`src/rtl/bright_pkg.sv`:
```
// Shared types, constants and the saturating-add helper for the brightness sequencer.
package bright_pkg;

    typedef enum logic [1:0] {IDLE, ISSUE, DRAIN, DONE} bright_state_t;

    localparam int BRIGHT_AW = 6;
    localparam int BRIGHT_DW = 8;
    localparam int PIX_MAX   = 2**BRIGHT_DW - 1;

    // Widened sum (-256..510) fits DW+2 bits, so the sign bit flags underflow and bit DW flags overflow.
    function automatic logic [BRIGHT_DW-1:0] sat_add(input logic [BRIGHT_DW-1:0] pixel,
                                                     input logic signed [BRIGHT_DW:0] offset);
        logic signed [BRIGHT_DW+1:0] sum;
        sum = $signed({2'b00, pixel}) + $signed({offset[BRIGHT_DW], offset});
        if (sum[BRIGHT_DW+1]) begin
            return '0;
        end else if (sum[BRIGHT_DW]) begin
            return '1;
        end else begin
            return sum[BRIGHT_DW-1:0];
        end
    endfunction

endpackage

```
`src/rtl/bright_sat_add.sv`:
```
// Combinational saturating pixel + signed offset, with clamp-low / clamp-high flags.
module bright_sat_add
    import bright_pkg::*;
#(
    parameter int DW = BRIGHT_DW
) (
    input  logic [DW-1:0]        pixel,
    input  logic signed [DW:0]   offset,
    output logic [DW-1:0]        result,
    output logic                 lo,
    output logic                 hi
);

    logic signed [DW+1:0] sum;

    assign sum = $signed({2'b00, pixel}) + $signed({offset[DW], offset});
    assign lo  = sum[DW+1];
    assign hi  = ~sum[DW+1] & sum[DW];

    generate
        if (DW == BRIGHT_DW) begin : g_pkg
            assign result = sat_add(pixel, offset);
        end else begin : g_generic
            logic [DW-1:0] clamp;
            assign clamp  = lo ? '0 : (hi ? '1 : sum[DW-1:0]);
            assign result = clamp;
        end
    endgenerate

endmodule

```
`src/rtl/bright_seq_ctrl.sv`:
```
// Frame sequencer: reads every source pixel, adds a latched signed offset with saturation,
// writes the result to the destination RAM. Optional clamp counters: BRIGHT_SAT_STATS_EN.
module bright_seq_ctrl
    import bright_pkg::*;
#(
    parameter int AW     = BRIGHT_AW,
    parameter int DW     = BRIGHT_DW,
    parameter int RD_LAT = 1
) (
    input  logic                 clk,
    input  logic                 resetn,
    input  logic                 start,
    input  logic                 abort,
    input  logic signed [DW:0]   offset,
    output logic                 busy,
    output logic                 done,
    output logic                 rd_en,
    output logic [AW-1:0]        rd_addr,
    input  logic [DW-1:0]        rd_data,
    output logic                 wr_en,
    output logic [AW-1:0]        wr_addr,
    output logic [DW-1:0]        wr_data
`ifdef BRIGHT_SAT_STATS_EN
    ,
    output logic [AW:0]          sat_lo_cnt,
    output logic [AW:0]          sat_hi_cnt
`endif
);

    localparam logic [AW-1:0] ADDR_ONE = {{(AW-1){1'b0}}, 1'b1};

    bright_state_t        state_reg, state_next;
    logic [AW-1:0]        addr_reg, addr_next;
    logic signed [DW:0]   offset_reg;
    logic                 vld_pipe_reg [RD_LAT];
    logic [AW-1:0]        addr_pipe_reg [RD_LAT];
    logic                 wr_en_reg;
    logic [AW-1:0]        wr_addr_reg;
    logic [DW-1:0]        wr_data_reg;

    logic                 start_ok;
    logic                 abort_hit;
    logic                 last_addr;
    logic                 last_write;
    logic                 pix_vld;
    logic [DW-1:0]        sat_result;
    logic                 sat_lo;
    logic                 sat_hi;

    assign start_ok   = (state_reg == IDLE) && start && !abort;
    assign abort_hit  = abort && ((state_reg == ISSUE) || (state_reg == DRAIN));
    assign last_addr  = (addr_reg == {AW{1'b1}});
    assign last_write = wr_en_reg && (wr_addr_reg == {AW{1'b1}});
    assign pix_vld    = vld_pipe_reg[RD_LAT-1] && !abort_hit;

    always_ff @(posedge clk) begin
        if (!resetn) begin
            state_reg  <= IDLE;
            addr_reg   <= '0;
            offset_reg <= '0;
        end else begin
            state_reg <= state_next;
            addr_reg  <= addr_next;
            if (start_ok) begin
                offset_reg <= offset;
            end
        end
    end

    always_comb begin
        state_next = state_reg;
        addr_next  = addr_reg;
        rd_en      = 1'b0;
        busy       = 1'b0;
        done       = 1'b0;
        case (state_reg)
            IDLE: begin
                if (start_ok) begin
                    state_next = ISSUE;
                    addr_next  = '0;
                end
            end
            ISSUE: begin
                rd_en = 1'b1;
                busy  = 1'b1;
                if (abort) begin
                    state_next = IDLE;
                end else if (last_addr) begin
                    state_next = DRAIN;
                end else begin
                    addr_next = addr_reg + ADDR_ONE;
                end
            end
            DRAIN: begin
                busy = 1'b1;
                if (abort) begin
                    state_next = IDLE;
                end else if (last_write) begin
                    state_next = DONE;
                end
            end
            DONE: begin
                busy       = 1'b1;
                done       = 1'b1;
                state_next = IDLE;
            end
            default: state_next = IDLE;
        endcase
    end

    assign rd_addr = addr_reg;

    // Stage RD_LAT-1 lines up with the cycle its pixel appears on rd_data.
    genvar gi;
    generate
        for (gi = 0; gi < RD_LAT; gi++) begin : g_pipe
            if (gi == 0) begin : g_head
                always_ff @(posedge clk) begin
                    if (!resetn) begin
                        vld_pipe_reg[gi]  <= 1'b0;
                        addr_pipe_reg[gi] <= '0;
                    end else begin
                        vld_pipe_reg[gi]  <= rd_en && !abort_hit;
                        addr_pipe_reg[gi] <= addr_reg;
                    end
                end
            end else begin : g_tail
                always_ff @(posedge clk) begin
                    if (!resetn) begin
                        vld_pipe_reg[gi]  <= 1'b0;
                        addr_pipe_reg[gi] <= '0;
                    end else begin
                        vld_pipe_reg[gi]  <= vld_pipe_reg[gi-1] && !abort_hit;
                        addr_pipe_reg[gi] <= addr_pipe_reg[gi-1];
                    end
                end
            end
        end
    endgenerate

    bright_sat_add #(
        .DW     (DW)
    ) u_sat_add (
        .pixel  (rd_data),
        .offset (offset_reg),
        .result (sat_result),
        .lo     (sat_lo),
        .hi     (sat_hi)
    );

    always_ff @(posedge clk) begin
        if (!resetn) begin
            wr_en_reg   <= 1'b0;
            wr_addr_reg <= '0;
            wr_data_reg <= '0;
        end else begin
            wr_en_reg <= pix_vld;
            if (pix_vld) begin
                wr_addr_reg <= addr_pipe_reg[RD_LAT-1];
                wr_data_reg <= sat_result;
            end
        end
    end

    assign wr_en   = wr_en_reg;
    assign wr_addr = wr_addr_reg;
    assign wr_data = wr_data_reg;

`ifdef BRIGHT_SAT_STATS_EN
    localparam logic [AW:0] CNT_ONE = {{AW{1'b0}}, 1'b1};

    logic [AW:0] sat_lo_cnt_reg;
    logic [AW:0] sat_hi_cnt_reg;

    // Counted as the pixel enters the write stage, so aborted pixels are never counted.
    always_ff @(posedge clk) begin
        if (!resetn || start_ok) begin
            sat_lo_cnt_reg <= '0;
            sat_hi_cnt_reg <= '0;
        end else if (pix_vld) begin
            if (sat_lo) begin
                sat_lo_cnt_reg <= sat_lo_cnt_reg + CNT_ONE;
            end
            if (sat_hi) begin
                sat_hi_cnt_reg <= sat_hi_cnt_reg + CNT_ONE;
            end
        end
    end

    assign sat_lo_cnt = sat_lo_cnt_reg;
    assign sat_hi_cnt = sat_hi_cnt_reg;
`else
    logic unused_sat_flags;
    assign unused_sat_flags = sat_lo ^ sat_hi;
`endif

endmodule

```
`config.mk`:
```
export PLATFORM = sky130hd
export DESIGN_NAME = bright_seq_ctrl
export DESIGN_NICKNAME = d
export VERILOG_FILES = /design/src/rtl/bright_pkg.sv /design/src/rtl/bright_sat_add.sv /design/src/rtl/bright_seq_ctrl.sv
export SDC_FILE = /design/constraint.sdc
export NUM_CORES = 1
export LEC_CHECK = 0
export CAP_MARGIN = 10
export CORE_ASPECT_RATIO = 0.6
export CORE_MARGIN = 5
export CORE_UTILIZATION = 32
export CTS_CLUSTER_DIAMETER = 60
export DETAILED_ROUTE_END_ITERATION = 12
export GPL_TIMING_DRIVEN = 0
export PLACE_DENSITY = 0.66
export SYNTH_ARGS = -nofsm -noshare
export SYNTH_HDL_FRONTEND = slang
export SYNTH_SLANG_ARGS = --single-unit
```
`constraint.sdc`:
```
create_clock -name clk -period 2.63 [get_ports clk]
set_input_delay 0.6575 -clock clk [delete_from_list [all_inputs] [get_ports clk]]
set_output_delay 0.6575 -clock clk [all_outputs]
set_load 0.01 [all_outputs]
```
==> flow_metrics.env <==
export IMPL_status="completed"
export IMPL_tightestPinTransition_ns=0.740
export IMPL_setup_viol=0
export IMPL_worstPathRequired_ns=2.80
export IMPL_wl_per_cell_um=15.3
export IMPL_syn_avg_cell_area_um2=9.16
export IMPL_grt_pass1_wl_mm=8.58
export IMPL_die_h_um=72.2
export IMPL_wl_mm=5.59
export IMPL_synth_top_area_cell="dfxtp_1"
export IMPL_syn_to_final_growth_pct=39.5
export IMPL_cts_root_buf="clkbuf_8"
export IMPL_timing_final_crit_share=0.933
export IMPL_post_dp_hpwl_mm=4.18
export IMPL_ctsHoldBuffers=0
export IMPL_die_w_um=114
export IMPL_rr_startpoint="offset_reg[0]"
export IMPL_finalCriticalPeriod_ns=2.45
export IMPL_stdcell_count=364
export IMPL_die_area_um2=8200
export IMPL_syn_nets=261
export IMPL_final_layout_size_suffix_gt1_frac=0.146
export IMPL_largest_reg_flops=9
export IMPL_grt_overflow_total=0
export IMPL_reg2reg_depth=7
export IMPL_antenna_found_initial=0
export IMPL_core_area_um2=6190
export IMPL_clockBufferDepth=2
export IMPL_ys_seq_elements=39
export IMPL_via_per_inst=5.08
export IMPL_fin_tns_setup_ns=0
export IMPL_synth_warnings=0
export IMPL_synth_edf_count=0
export IMPL_firstDrtPassIters=4
export IMPL_rows=22
export IMPL_wl_met1_mm=2.88
export IMPL_holdPathStages=2
export IMPL_r2r_end="wr_data[5]"
export IMPL_async_reset_ff_frac=0
export IMPL_dp_slack_ns=-0.468
export IMPL_syn_instance_count=225
export IMPL_max_freq_mhz=408
export IMPL_final_cell_area_um2=2870
export IMPL_slowest_delay_ns=0.41
export IMPL_synth_flop_cell="dfxtp_1"
export IMPL_clk_latency_ns=0.30
export IMPL_min_to="wr_addr[4]"
export IMPL_peakVddDrop_v=0.000280
export IMPL_start_util=0.333
export IMPL_top_layer="met4"
export IMPL_path_cells="clkdlybuf4s50_1, ha_1, a21o_2, and4_4, o2111a_2, a2111oi_4, o21ai_1"
export IMPL_ys_seq_area_frac=0.379
export IMPL_remaining_drc_errors=0
export IMPL_ys_types=55
export IMPL_slew_viol_final=0
export IMPL_cellPowerDensity_nw_per_um2=552
export IMPL_grt_start_max_net_pins=14
export IMPL_grt_pass1_vias=1690
export IMPL_yosysTopAreaCellShare=0.379
export IMPL_track_usage=0.134
export IMPL_reg2reg_slack_ns=0.41
export IMPL_cts_max_level=2
export IMPL_hold_class="register to register"
export IMPL_hold_start="addr_pipe_reg[0][4]"
export IMPL_gp_congestion=0.860
export IMPL_antenna_left=0
export IMPL_syn_area_um2=2060
export IMPL_wl_met3_um=428
export IMPL_wl_met2_mm=2.22
export IMPL_crit_type="input port to register"
export IMPL_dp_cells=353
export IMPL_cpMaxStageDelayCell="clkdlybuf4s50_1"
export IMPL_routed_via_count=1849
export IMPL_synth_area_leaders="dfxtp_1 38%, ha_1 8.5%, mux2i_1 4.9%"
export IMPL_portBuffers=44
export IMPL_maxCapViolations=0
export IMPL_numCtsBuffers=5
export IMPL_critPathCaptureType="register"
export IMPL_placed_area_um2=2610
export IMPL_slew_headroom=0.500
export IMPL_fin_skew_ns=0.00907
export IMPL_drt_iter0_drc=144
export IMPL_nets=315
export IMPL_n_antenna_cell=0
export IMPL_finalHoldViolations=0
export IMPL_cts_sinks=39
export IMPL_critPathLaunchType="input port"
export IMPL_num_io_pins=45
export IMPL_cp_max_fo=5
export IMPL_cts_tree="built"
export IMPL_clkTransAtPathRegs_ns=0.08
export IMPL_p_leak_nw=1.15
export IMPL_crit_arrival_ns=2.63
export IMPL_setup_slack_ns=0.177
routing by layer:
metal	GRT usage	up-vias
met4	0.0320	0
met1	0.204	858
li1	-	928
met3	0.0417	6
met2	0.180	57
met5	0	-
cell type report:
type                            count  area, um^2
Clock inverter                      3        43.8
Timing Repair Buffer               47         468
Inverter                           11        41.3
Buffer                              8        66.3
Clock buffer                        5        68.8
Tap cell                           84         105
Sequential cell                    39         781
Multi-Input combinational cell    167        1300
Fill cell                         613        3320
what timing repair did:
action	4_1_cts	5_1_grt
setup endpoints to repair	7	7
pin swaps	0	5
resized for setup	11	18
setup buffers	0	3
report_power, final:
group          leakage [nW]  switching, mW  internal (mW)  total, mW
Combinational         0.780          0.226          0.210      0.436
Sequential            0.316         0.0255          0.623      0.649
Clock                0.0581          0.220          0.282      0.502
synth_stat cells (2+ instances only):
| library cell | n |
|---|---|
| a21oi_1 | 15 |
| nor3_1 | 2 |
| ha_1 | 14 |
| nand3_1 | 10 |
| mux2i_1 | 10 |
| a2111oi_0 | 4 |
| nand2_1 | 24 |
| a21boi_0 | 2 |
| a22oi_1 | 2 |
| clkbuf_1 | 3 |
| xnor2_1 | 2 |
| and3_1 | 3 |
| buf_6 | 2 |
| nand2b_1 | 2 |
| nand4_1 | 4 |
| a221oi_1 | 3 |
| o21ai_0 | 5 |
| dfxtp_1 | 39 |
| o211ai_1 | 3 |
| and2_1 | 8 |
| inv_1 | 11 |
| clkbuf_8 | 2 |
| a211oi_1 | 3 |
| nor2_1 | 17 |
| xor2_1 | 4 |
| nor2b_1 | 2 |
worst max-delay path, delay by kind of cell:
kind / cells / cell delay (ns)
buffers and inverters: 1 / 0.41
AO/OA/AOI/OAI: 4 / 1.00
adder cells (fa/ha/maj): 1 / 0.35
AND/OR/NAND/NOR: 1 / 0.21
cell families (layout without fill, tap and decap cells):
logic type / count (synthesis) / count (layout) / share of synthesized area
AO/OA/AOI/OAI: 55 / 55 / 0.200
XOR/XNOR: 6 / 6 / 0.0255
multiplexers: 11 / 11 / 0.0540
buffers and inverters: 19 / 74 / 0.0522
adder cells (fa/ha/maj): 15 / 15 / 0.0947
flip-flops: 39 / 39 / 0.379
AND/OR/NAND/NOR: 80 / 80 / 0.194
worst max path at each step:
stage	startpoint	end	slack, ns	depth (start not counted)
after global routing	rd_data[6]	wr_data[2]	-0.02	6
after detailed placement	rd_data[0]	wr_data[5]	-0.47	8
after CTS	rd_data[0]	wr_data[0]	-0.02	8
after floorplan	rd_data[0]	wr_data[6]	0.12	7
final	rd_data[2]	wr_data[5]	0.18	7
after global placement	rd_data[0]	wr_data[1]	-0.48	8
placed cells by master, fill, tap and decap left out, types with 2 or more instances in the layout:
| cell | instances |
|---|---|
| clkbuf_1 | 3 |
| buf_4 | 3 |
| clkdlybuf4s50_1 | 42 |
| xnor2_1 | 2 |
| nand4_1 | 4 |
| mux2i_1 | 10 |
| and3_1 | 3 |
| inv_1 | 11 |
| nor2_1 | 16 |
| o21ai_1 | 5 |
| buf_6 | 2 |
| a2111oi_4 | 4 |
| a22oi_1 | 2 |
| and2_1 | 8 |
| xor2_1 | 4 |
| nand3_1 | 10 |
| a221oi_2 | 3 |
| a21oi_1 | 15 |
| o211ai_1 | 3 |
| nand2b_1 | 2 |
| ha_1 | 13 |
| nor3_1 | 2 |
| nand2_1 | 24 |
| a211oi_1 | 2 |
| clkbuf_8 | 7 |
| dfxtp_1 | 39 |
| dlymetal6s2s_1 | 2 |
| nor2b_1 | 2 |
metrics by stage:
step	util	total power [mW]	hold slack, ns
2_1_floorplan	-	0.893	0.417
3_3_place_gp	0.421	1.03	0.434
3_5_place_dp	0.421	1.04	0.437
4_1_cts	0.444	1.55	0.449
5_1_grt	0.464	1.66	0.482
6_report	0.464	1.59	0.446
(Power assumes the default switching activity.)
